[config.mk]
export PLATFORM = sky130hd
export DESIGN_NAME = irq_ctrl
export DESIGN_NICKNAME = d
export VERILOG_FILES = /design/src/rtl/irq_ctrl.sv
export SDC_FILE = /design/constraint.sdc
export NUM_CORES = 1
export LEC_CHECK = 0
export ABC_AREA = 1
export BUFFER_PORTS_ARGS = -buffer_cell sky130_fd_sc_hd__buf_2
export CORE_MARGIN = 1.5
export CORE_UTILIZATION = 45
export DETAILED_ROUTE_END_ITERATION = 6
export GPL_ROUTABILITY_DRIVEN = 1
export PLACE_DENSITY = 0.69
export SETUP_SLACK_MARGIN = 0.4
export SLEW_MARGIN = 0
export SYNTH_ARGS = -nofsm -noshare
export SYNTH_HDL_FRONTEND = slang
export SYNTH_SLANG_ARGS = --single-unit
[constraint.sdc]
create_clock -name clk -period 2.15 [get_ports clk]
set_input_delay 0 -clock clk [delete_from_list [all_inputs] [get_ports clk]]
set_output_delay 0 -clock clk [all_outputs]
set_load 0.03 [all_outputs]
[src/rtl/irq_ctrl.sv]
// rtl/irq_ctrl.sv - memory-mapped interrupt controller with fixed lowest-index priority
// Latches/masks sources and runs a single-level request/ack/EOI handshake with the CPU.
module irq_ctrl #(
    parameter int WIDTH   = 32,
    parameter int NUM_IRQ = 32
) (
    input  logic               clk,
    input  logic               reset,
    input  logic               cs,
    input  logic               wen,
    input  logic [2:0]         addr,
    input  logic [WIDTH-1:0]   din,
    output logic [WIDTH-1:0]   dout,
    input  logic [NUM_IRQ-1:0] irq_in,
    input  logic               irq_ack,
    output logic               irq_out,
    output logic [4:0]         irq_vec,
    output logic               in_service
);

    typedef enum logic [1:0] {
        IDLE    = 2'd0,
        ASSERT  = 2'd1,
        SERVICE = 2'd2
    } state_t;

    state_t             state;
    logic [NUM_IRQ-1:0] pend;
    logic [NUM_IRQ-1:0] enable;
    logic [NUM_IRQ-1:0] edge_mode;
    logic [NUM_IRQ-1:0] prev_in;
    logic               gie;
    logic [4:0]         vec_q;

    logic [NUM_IRQ-1:0] eligible;
    logic               any_elig;
    logic [4:0]         win;
    logic               bus_wr;
    logic               eoi;
    logic               take_ack;
    logic [NUM_IRQ-1:0] w1c_mask;
    logic [NUM_IRQ-1:0] ack_mask;
    logic [NUM_IRQ-1:0] pend_next;

    assign eligible = pend & enable;
    assign any_elig = |eligible;
    assign bus_wr   = cs && wen;
    assign eoi      = bus_wr && (addr == 3'd3);
    assign take_ack = (state == ASSERT) && gie && any_elig && irq_ack;
    assign w1c_mask = (bus_wr && (addr == 3'd0)) ? din[NUM_IRQ-1:0] : '0;
    assign ack_mask = take_ack ? (NUM_IRQ'(1) << win) : '0;

    // Scan high to low so the lowest set index is the last one written.
    always_comb begin
        win = 5'd0;
        for (int i = NUM_IRQ - 1; i >= 0; i--) begin
            if (eligible[i]) begin
                win = 5'(i);
            end
        end
    end

    // Edge sources: a fresh edge beats any clear in the same cycle. Level sources track the line.
    assign pend_next = (edge_mode & ((irq_in & ~prev_in) | (pend & ~(w1c_mask | ack_mask))))
                     | (~edge_mode & irq_in);

    always_comb begin
        dout = '0;
        case (addr)
            3'd0: dout[NUM_IRQ-1:0] = pend;
            3'd1: dout[NUM_IRQ-1:0] = enable;
            3'd2: dout[NUM_IRQ-1:0] = edge_mode;
            3'd3: begin
                if (any_elig) begin
                    dout[WIDTH-1] = 1'b1;
                    dout[4:0]     = win;
                end
            end
            3'd4: dout[0] = gie;
            default: dout = '0;
        endcase
    end

    assign irq_vec = (state == SERVICE) ? vec_q : win;

    always_ff @(posedge clk or negedge reset) begin
        if (!reset) begin
            pend      <= '0;
            enable    <= '0;
            edge_mode <= '0;
            prev_in   <= '0;
            gie       <= 1'b0;
            vec_q     <= 5'd0;
        end else begin
            pend    <= pend_next;
            prev_in <= irq_in;
            if (bus_wr && (addr == 3'd1)) enable    <= din[NUM_IRQ-1:0];
            if (bus_wr && (addr == 3'd2)) edge_mode <= din[NUM_IRQ-1:0];
            if (bus_wr && (addr == 3'd4)) gie       <= din[0];
            if (take_ack) vec_q <= win;
        end
    end

    always_ff @(posedge clk or negedge reset) begin
        if (!reset) begin
            state      <= IDLE;
            irq_out    <= 1'b0;
            in_service <= 1'b0;
        end else begin
            case (state)
                IDLE: begin
                    if (gie && any_elig) begin
                        state   <= ASSERT;
                        irq_out <= 1'b1;
                    end
                end
                ASSERT: begin
                    if (!gie || !any_elig) begin
                        state   <= IDLE;
                        irq_out <= 1'b0;
                    end else if (irq_ack) begin
                        state      <= SERVICE;
                        irq_out    <= 1'b0;
                        in_service <= 1'b1;
                    end
                end
                SERVICE: begin
                    if (eoi) begin
                        state      <= IDLE;
                        in_service <= 1'b0;
                    end
                end
                default: begin
                    state      <= IDLE;
                    irq_out    <= 1'b0;
                    in_service <= 1'b0;
                end
            endcase
        end
    end

endmodule
==> results.ini, run 1 <==
[finish]
area_growth_pct=50.74
post-route-util_pct=68.88
antenna_cells=0
drive_above_1_share_pct=28.11
multiInputGateArea_um2=2977
nNetsFinal=1216
fillCellCount=1140
area.sequential_um2=3453

[yosys]
syn_inst=839
synth_edf_count=0
yosys.area.top_type=dfrtp_1
ys_ff_latch=138
synth.most_common_cell=nand2_1
synth_area_per_cell_um2=7.856
syn_area_um2=6591
syn-num-nets=911
ys_top_cells_by_count=nand2_1, dfrtp_1, o21ai_0
ys_warn_count=0
ys.flop_type=dfrtp_1
synth_cell_types=29
synth-seq-area-share_pct=52.39
synth.area.top_cells=dfrtp_1, nand2_1, o21ai_0, inv_1, nand4_1
async_reset_ff_share_pct=100.0
synth_top_area_share_pct=52.39

[status]
run_status=finished with violations
violations=negative setup slack

[power]
p_total_mw=10.07
peakVddDrop_mv=0.7066
sequentialPowerShare_pct=33.4
clkPwrFrac_pct=28.5
power.internal_mw=6.510
switchingPower_mw=3.563
combPwrFrac_pct=38.2
power.density_nw_per_um2=1014
p_leak_nw=5.101
switching_share_pct=35.37

[hold_path]
hp-class=in2async

[routing]
vias_per_cell=5.128
drc=0
first_iter_violations=501
drt_wl_total_mm=21.53
vias=6871
wl_per_cell_um=16.07
final_antenna_net_count=0
first_pass_iters=5

[cts]
clock-sinks=138
clk_pin_slew_worst_paths_ns=0.06
cts_buffers=17
cts_root_buffer=clkbuf_16
cts_buffer_depth=2
cts_max_level=4
cts_tree=done
clk_latency_ns=0.43

[flow_run]
max_cap_viol_count=0

[placement]
pre_cts_ws_ns=-0.6714
finalWeightedCongestion=0.8722
portBuffers=110
hpwl_mm=13.79

[floorplanning]
die_h_um=124.0
core_area_um2=14420
die-width_um=124.0
fp-row-count=44
io_pins=111
dieArea_um2=15380
start_util_pct=45.70

[sta]
holdWs_ns=0.05664
worst_slack_ns=-0.8642
rsz0062_at_grt=yes
setup_viol=42
finClkSkew_ns=0.008041
fin_setup_tns_ns=-27.76
slew_viol_final=0
max_slew.worst_pin.slew_ns=0.7303
fmax_mhz=331.8
finalHoldViolations=0
post-route-min-period_ns=3.014
slew_headroom_pct=51.26
min_period_over_period_pct=140.2

[grt]
grt_pass1_wl_mm=33.57
grt_pass1_vias=6776
antenna_found_initial=0
grt_usage_pct=29.03
grt_max_degree=65
globalRouteOverflowTotal=0

[worst_setup_path]
path_common_cell=nand2_1
critPathKind=reg2out
worstPathMaxFanout=3
start_kind=flip-flop
cp_top_family=simple AND/OR/NAND/NOR gates
cp_slowest_cell=dfrtp_1
cp-end-kind=primary output
worstPathArrival_ns=3.01
path_buf_inv=2
critPathRequiredTime_ns=2.15
crit_path_max_incr_delay_ns=0.38

## placed cells by master (no fill, tap or decap), types with 20 or more instances in the layout
| cell type | instances |
|---|---|
| buf_2 | 99 |
| buf_4 | 116 |
| buf_6 | 25 |
| dfrtp_1 | 138 |
| dlygate4sd3_1 | 69 |
| inv_1 | 68 |
| nand2_1 | 351 |
| nand3_1 | 21 |
| nand4_1 | 23 |
| nor2_1 | 20 |
| o21ai_0 | 68 |
## path summary, 6_finish.rpt
path	startpoint	depth (start not counted)	slack, ns	endpoint
min in group clk	wen	4	0.08	state[1]
hold / removal	reset	2	0.06	prev_in[21]
setup / recovery	enable[30]	35	-0.86	dout[0]
setup reg to reg	enable[30]	39	-0.85	pend[23]
hold reg to reg	irq_out	2	0.49	irq_out
max in group asynchronous	reset	3	1.41	in_service
## stage by stage
stage                     area [um2]  instances
after floorplan                 6625        839
after global placement          8165       1217
after detailed placement        8165       1217
after CTS                       9847       1335
after global routing            9936       1340
final                           9936       1340
## layer usage
metal	up-vias	share of wire (%)	global-route usage, %
li1	3333	-	-
met1	3259	42	36.45
met2	231	50	49.79
met3	48	5.4	6.181
met4	0	2.5	9.943
met5	-	0	0
## final cells by class
cell class / count / share of cell area, %
Clock inverter: 13 / 1.297
Clock buffer: 18 / 4.420
Sequential cell: 138 / 34.76
Timing Repair Buffer: 314 / 24.49
Inverter: 73 / 2.758
Tap cell: 184 / 2.317
Multi-Input combinational cell: 600 / 29.96
## worst reg2reg max path, delay by kind of cell (launching register included)
kind / cells / cell delay, ns
flip-flops: 1 / 0.38
AND/OR/NAND/NOR: 36 / 2.16
buffers and inverters: 3 / 0.34
## power groups by stage
stage	sequential [mW]	clock (mW)	combinational, mW
floorplan	3.36	0	1.62
global placement	3.37	0	2.90
detailed placement	3.38	0	2.94
CTS	3.35	2.89	3.68
global route	3.41	3.00	4.19
finish	3.36	2.87	3.84
## flip-flops by register name (all words and copies together), names as in the netlist, 2 cells and up
register   count
edge_mode     32
enable        32
pend          32
prev_in       32
vec_q          5
state          2
## cells by family after synthesis
group / count (synthesis) / share of synthesized area, %
DFF: 138 / 52.39
and+or+nand+nor: 449 / 27.83
AOI/OAI and AO/OA: 151 / 13.86
buffers and inverters: 101 / 5.922
## timing repair
action                                 in CTS  in global routing
cloned                                      1                  0
endpoints found under the hold margin     269                  0
setup endpoints to repair                  52                 52
hold buffers                               69                  0
pin swaps                                  22                 26
gates resized for setup                    75                 19
buffers inserted                           17                  5
Note: power is estimated with default switching activity, not from simulation.
==> run 2, diff against run 1 <==
--- a/config.mk
+++ b/config.mk
@@ -5,13 +5,13 @@
 export SDC_FILE = /design/constraint.sdc
 export NUM_CORES = 1
 export LEC_CHECK = 0
-export ABC_AREA = 1
 export BUFFER_PORTS_ARGS = -buffer_cell sky130_fd_sc_hd__buf_2
 export CORE_MARGIN = 1.5
 export CORE_UTILIZATION = 45
+export CTS_BUF_LIST = sky130_fd_sc_hd__clkbuf_8
 export DETAILED_ROUTE_END_ITERATION = 6
 export GPL_ROUTABILITY_DRIVEN = 1
-export PLACE_DENSITY = 0.69
+export PLACE_DENSITY = 0.68
 export SETUP_SLACK_MARGIN = 0.4
 export SLEW_MARGIN = 0
 export SYNTH_ARGS = -nofsm -noshare
==> run 2 against run 1 <==
Against the previous run: the flow still finishes with violations (negative setup slack); fmax is 23% higher; synthesized cell count is 21% lower; via count is 0.51% higher; flip-flop and latch count stayed put; die area is 5.1% higher; sequential share of layout area is 1.6 points lower; cell count is 15% lower; final area is 5.2% higher; combinational power is 24% higher; critical path type unchanged; critical endpoint is now dout[4].
==> results.ini, run 2 <==
[cts]
cts_buffers=17
clk_pin_slew_worst_paths_ns=0.08
cts_max_level=4
clk_latency_ns=0.46
cts_buffer_depth=2
cts_root_buffer=clkbuf_8
clock-sinks=138
cts_tree=done

[floorplanning]
die-width_um=127.1
fp-row-count=45
die_h_um=127.1
start_util_pct=45.79
dieArea_um2=16170
io_pins=111
core_area_um2=15150

[sta]
post-route-min-period_ns=2.447
max_slew.worst_pin.slew_ns=0.7538
slew_viol_final=0
rsz0062_at_grt=yes
finClkSkew_ns=0.01693
worst_slack_ns=-0.2973
min_period_over_period_pct=113.8
setup_viol=43
fmax_mhz=408.6
slew_headroom_pct=49.74
finalHoldViolations=0

[flow_run]
max_cap_viol_count=0

[finish]
area_growth_pct=50.69
nNetsFinal=1014
antenna_cells=0
final_common_cell=dfrtp_1
instances_no_fill=1142
post-route-util_pct=69.00
drive_above_1_share_pct=46.33
final_cell_mix=dfrtp_1, buf_2, buf_4, nand2_1, dlygate4sd3_1

[status]
run_status=finished with violations
violations=negative setup slack

[grt]
grt_pass1_vias=7095
grt_usage_pct=29.62
grt_pass1_wl_mm=37.17
grt_max_degree=79
gr-usage-met2_pct=50.03
gr-usage-met1_pct=37.50
grt_util_met3_pct=5.025
globalRouteOverflowTotal=0
gr-max-usage-layer=met2
antenna_found_initial=0

[hold_path]
hp-class=in2reg
holdPathEnd=state[1]
hold-path-cell-count=4
min-delay-start=addr[1]

[worst_setup_path]
crit_chain=a22oi_2, nand4_1, buf_4, nor2_4, nor2b_4, mux4_2, and2_4, buf_6
worstPathArrival_ns=2.45
cp_top_family=simple AND/OR/NAND/NOR gates
cp_slowest_cell=mux4_2
r2r-end=pend[11]
crit_path_max_incr_delay_ns=0.46
critPathRequiredTime_ns=2.15
critPathKind=reg2out
worst-r2r-setup-slack_ns=-0.17
start_kind=flip-flop
path_buf_inv=2
reg2reg_depth=10
cp-end-kind=primary output
reg2reg_from=pend[23]
worstPathMaxFanout=2

[power]
p_leak_nw=4.567
power.density_nw_per_um2=1023
peakVddDrop_mv=0.6115
p_total_mw=10.69

[yosys]
syn_inst=660
synth_top_area_share_pct=49.79
syn-num-nets=732
synth_edf_count=0
yosys.area.top_type=dfrtp_1
synth_cell_types=53
syn_area_um2=6935
synth.area.top_cells=dfrtp_1, mux2_2, nand2_1, mux2i_1, a21oi_1
async_reset_ff_share_pct=100.0
synth_area_per_cell_um2=10.51
ys_top_cells_by_count=dfrtp_1, nand2_1, mux2_2
synth-seq-area-share_pct=49.79
synth.most_common_cell=dfrtp_1
ys.flop_type=dfrtp_1
ys_warn_count=0
ys_ff_latch=138

[placement]
dpl.cell_count=975
hpwl_mm=14.92
portBuffers=110
finalWeightedCongestion=0.8829
pre_cts_ws_ns=-0.08983

[routing]
first_pass_iters=5
vias_per_cell=6.047
vias=6906
final_antenna_net_count=0
drt_wl_total_mm=23.83
wl_per_cell_um=20.87
drc=0
first_iter_violations=500

-- run 2: cell count changes after synthesis, sizes merged, moves of 17 or more --
cell,previous run,this run
nor2,33,64
mux2i,0,31
a21oi,12,54
inv,72,4
mux2,0,72
o21bai,17,0
a22oi,0,17
a41oi,0,17
a32oi,0,17
o21ai,81,7
nand3,23,6
nand4,25,3
nand2,366,95
-- run 2: worst max-delay path by stage --
stage | from | slack [ns] | end | cells past startpoint
after CTS | pend[17] | -0.26 | dout[4] | 7
after global placement | pend[10] | -0.02 | pend[22] | 6
final | enable[24] | -0.30 | dout[4] | 8
after global routing | enable[24] | -0.36 | dout[4] | 8
after floorplan | enable[1] | 0.32 | pend[24] | 6
after detailed placement | pend[10] | -0.09 | pend[22] | 6
-- run 2: metal layers --
metal  vias to the layer above  wire length [um]
met5                         -                 0
met3                        73              1515
met4                         0               864
met2                       353             11670
li1                       3032                 -
met1                      3448              9782
-- run 2: cells by family (layout without fill, tap and decap cells) --
family                 after synthesis  count (layout)  synth area share [%]
AND/OR/NAND/NOR                    197             197                 12.41
AO/OA/AOI/OAI                      186             186                 19.02
multiplexers                       104             104                 16.60
buffers and inverters               35             329                 2.183
flip-flops                         138             138                 49.79
-- run 2: worst min-delay path, delay by kind of cell --
family | cells | cell delay [ns]
buffers and inverters | 1 | 0.18
AOI/OAI and AO/OA | 1 | 0.15
and+or+nand+nor | 2 | 0.18
-- run 2: timing repair --
action                                  CTS  global route
pin swaps                                57            28
gates cloned                              2             0
hold endpoints to repair                207             0
hold buffers                             68             0
resized for setup                       103            35
endpoints found under the setup margin   52            52
setup buffers                            50            16
-- run 2: per-stage QoR --
step	hold WS, ns	area [um2]	TNS, ns
3_5_place_dp	0.09780	8204	-0.3082
5_1_grt	0.06229	10450	-8.136
2_1_floorplan	-0.2956	7159	0
3_3_place_gp	0.08637	8204	-0.05499
6_report	0.08449	10450	-4.657
4_1_cts	0.03184	10200	-1.750
-- run 2: where the power goes --
| group | switching (mW) | internal, mW |
|---|---|---|
| clock | 1.04 | 1.24 |
| combinational | 2.53 | 2.23 |
| sequential | 0.550 | 3.11 |
| total | 4.11 | 6.58 |
-- run 2: layout make-up --
class,instances,area [um2]
tap,188,235.2
clock buffer,17,234.0
inverter,4,15.01
fill,1059,4695
sequential,138,3462
clock inverter,14,181.4
timing repair buffer,294,2330
multi-input combinational,487,3994
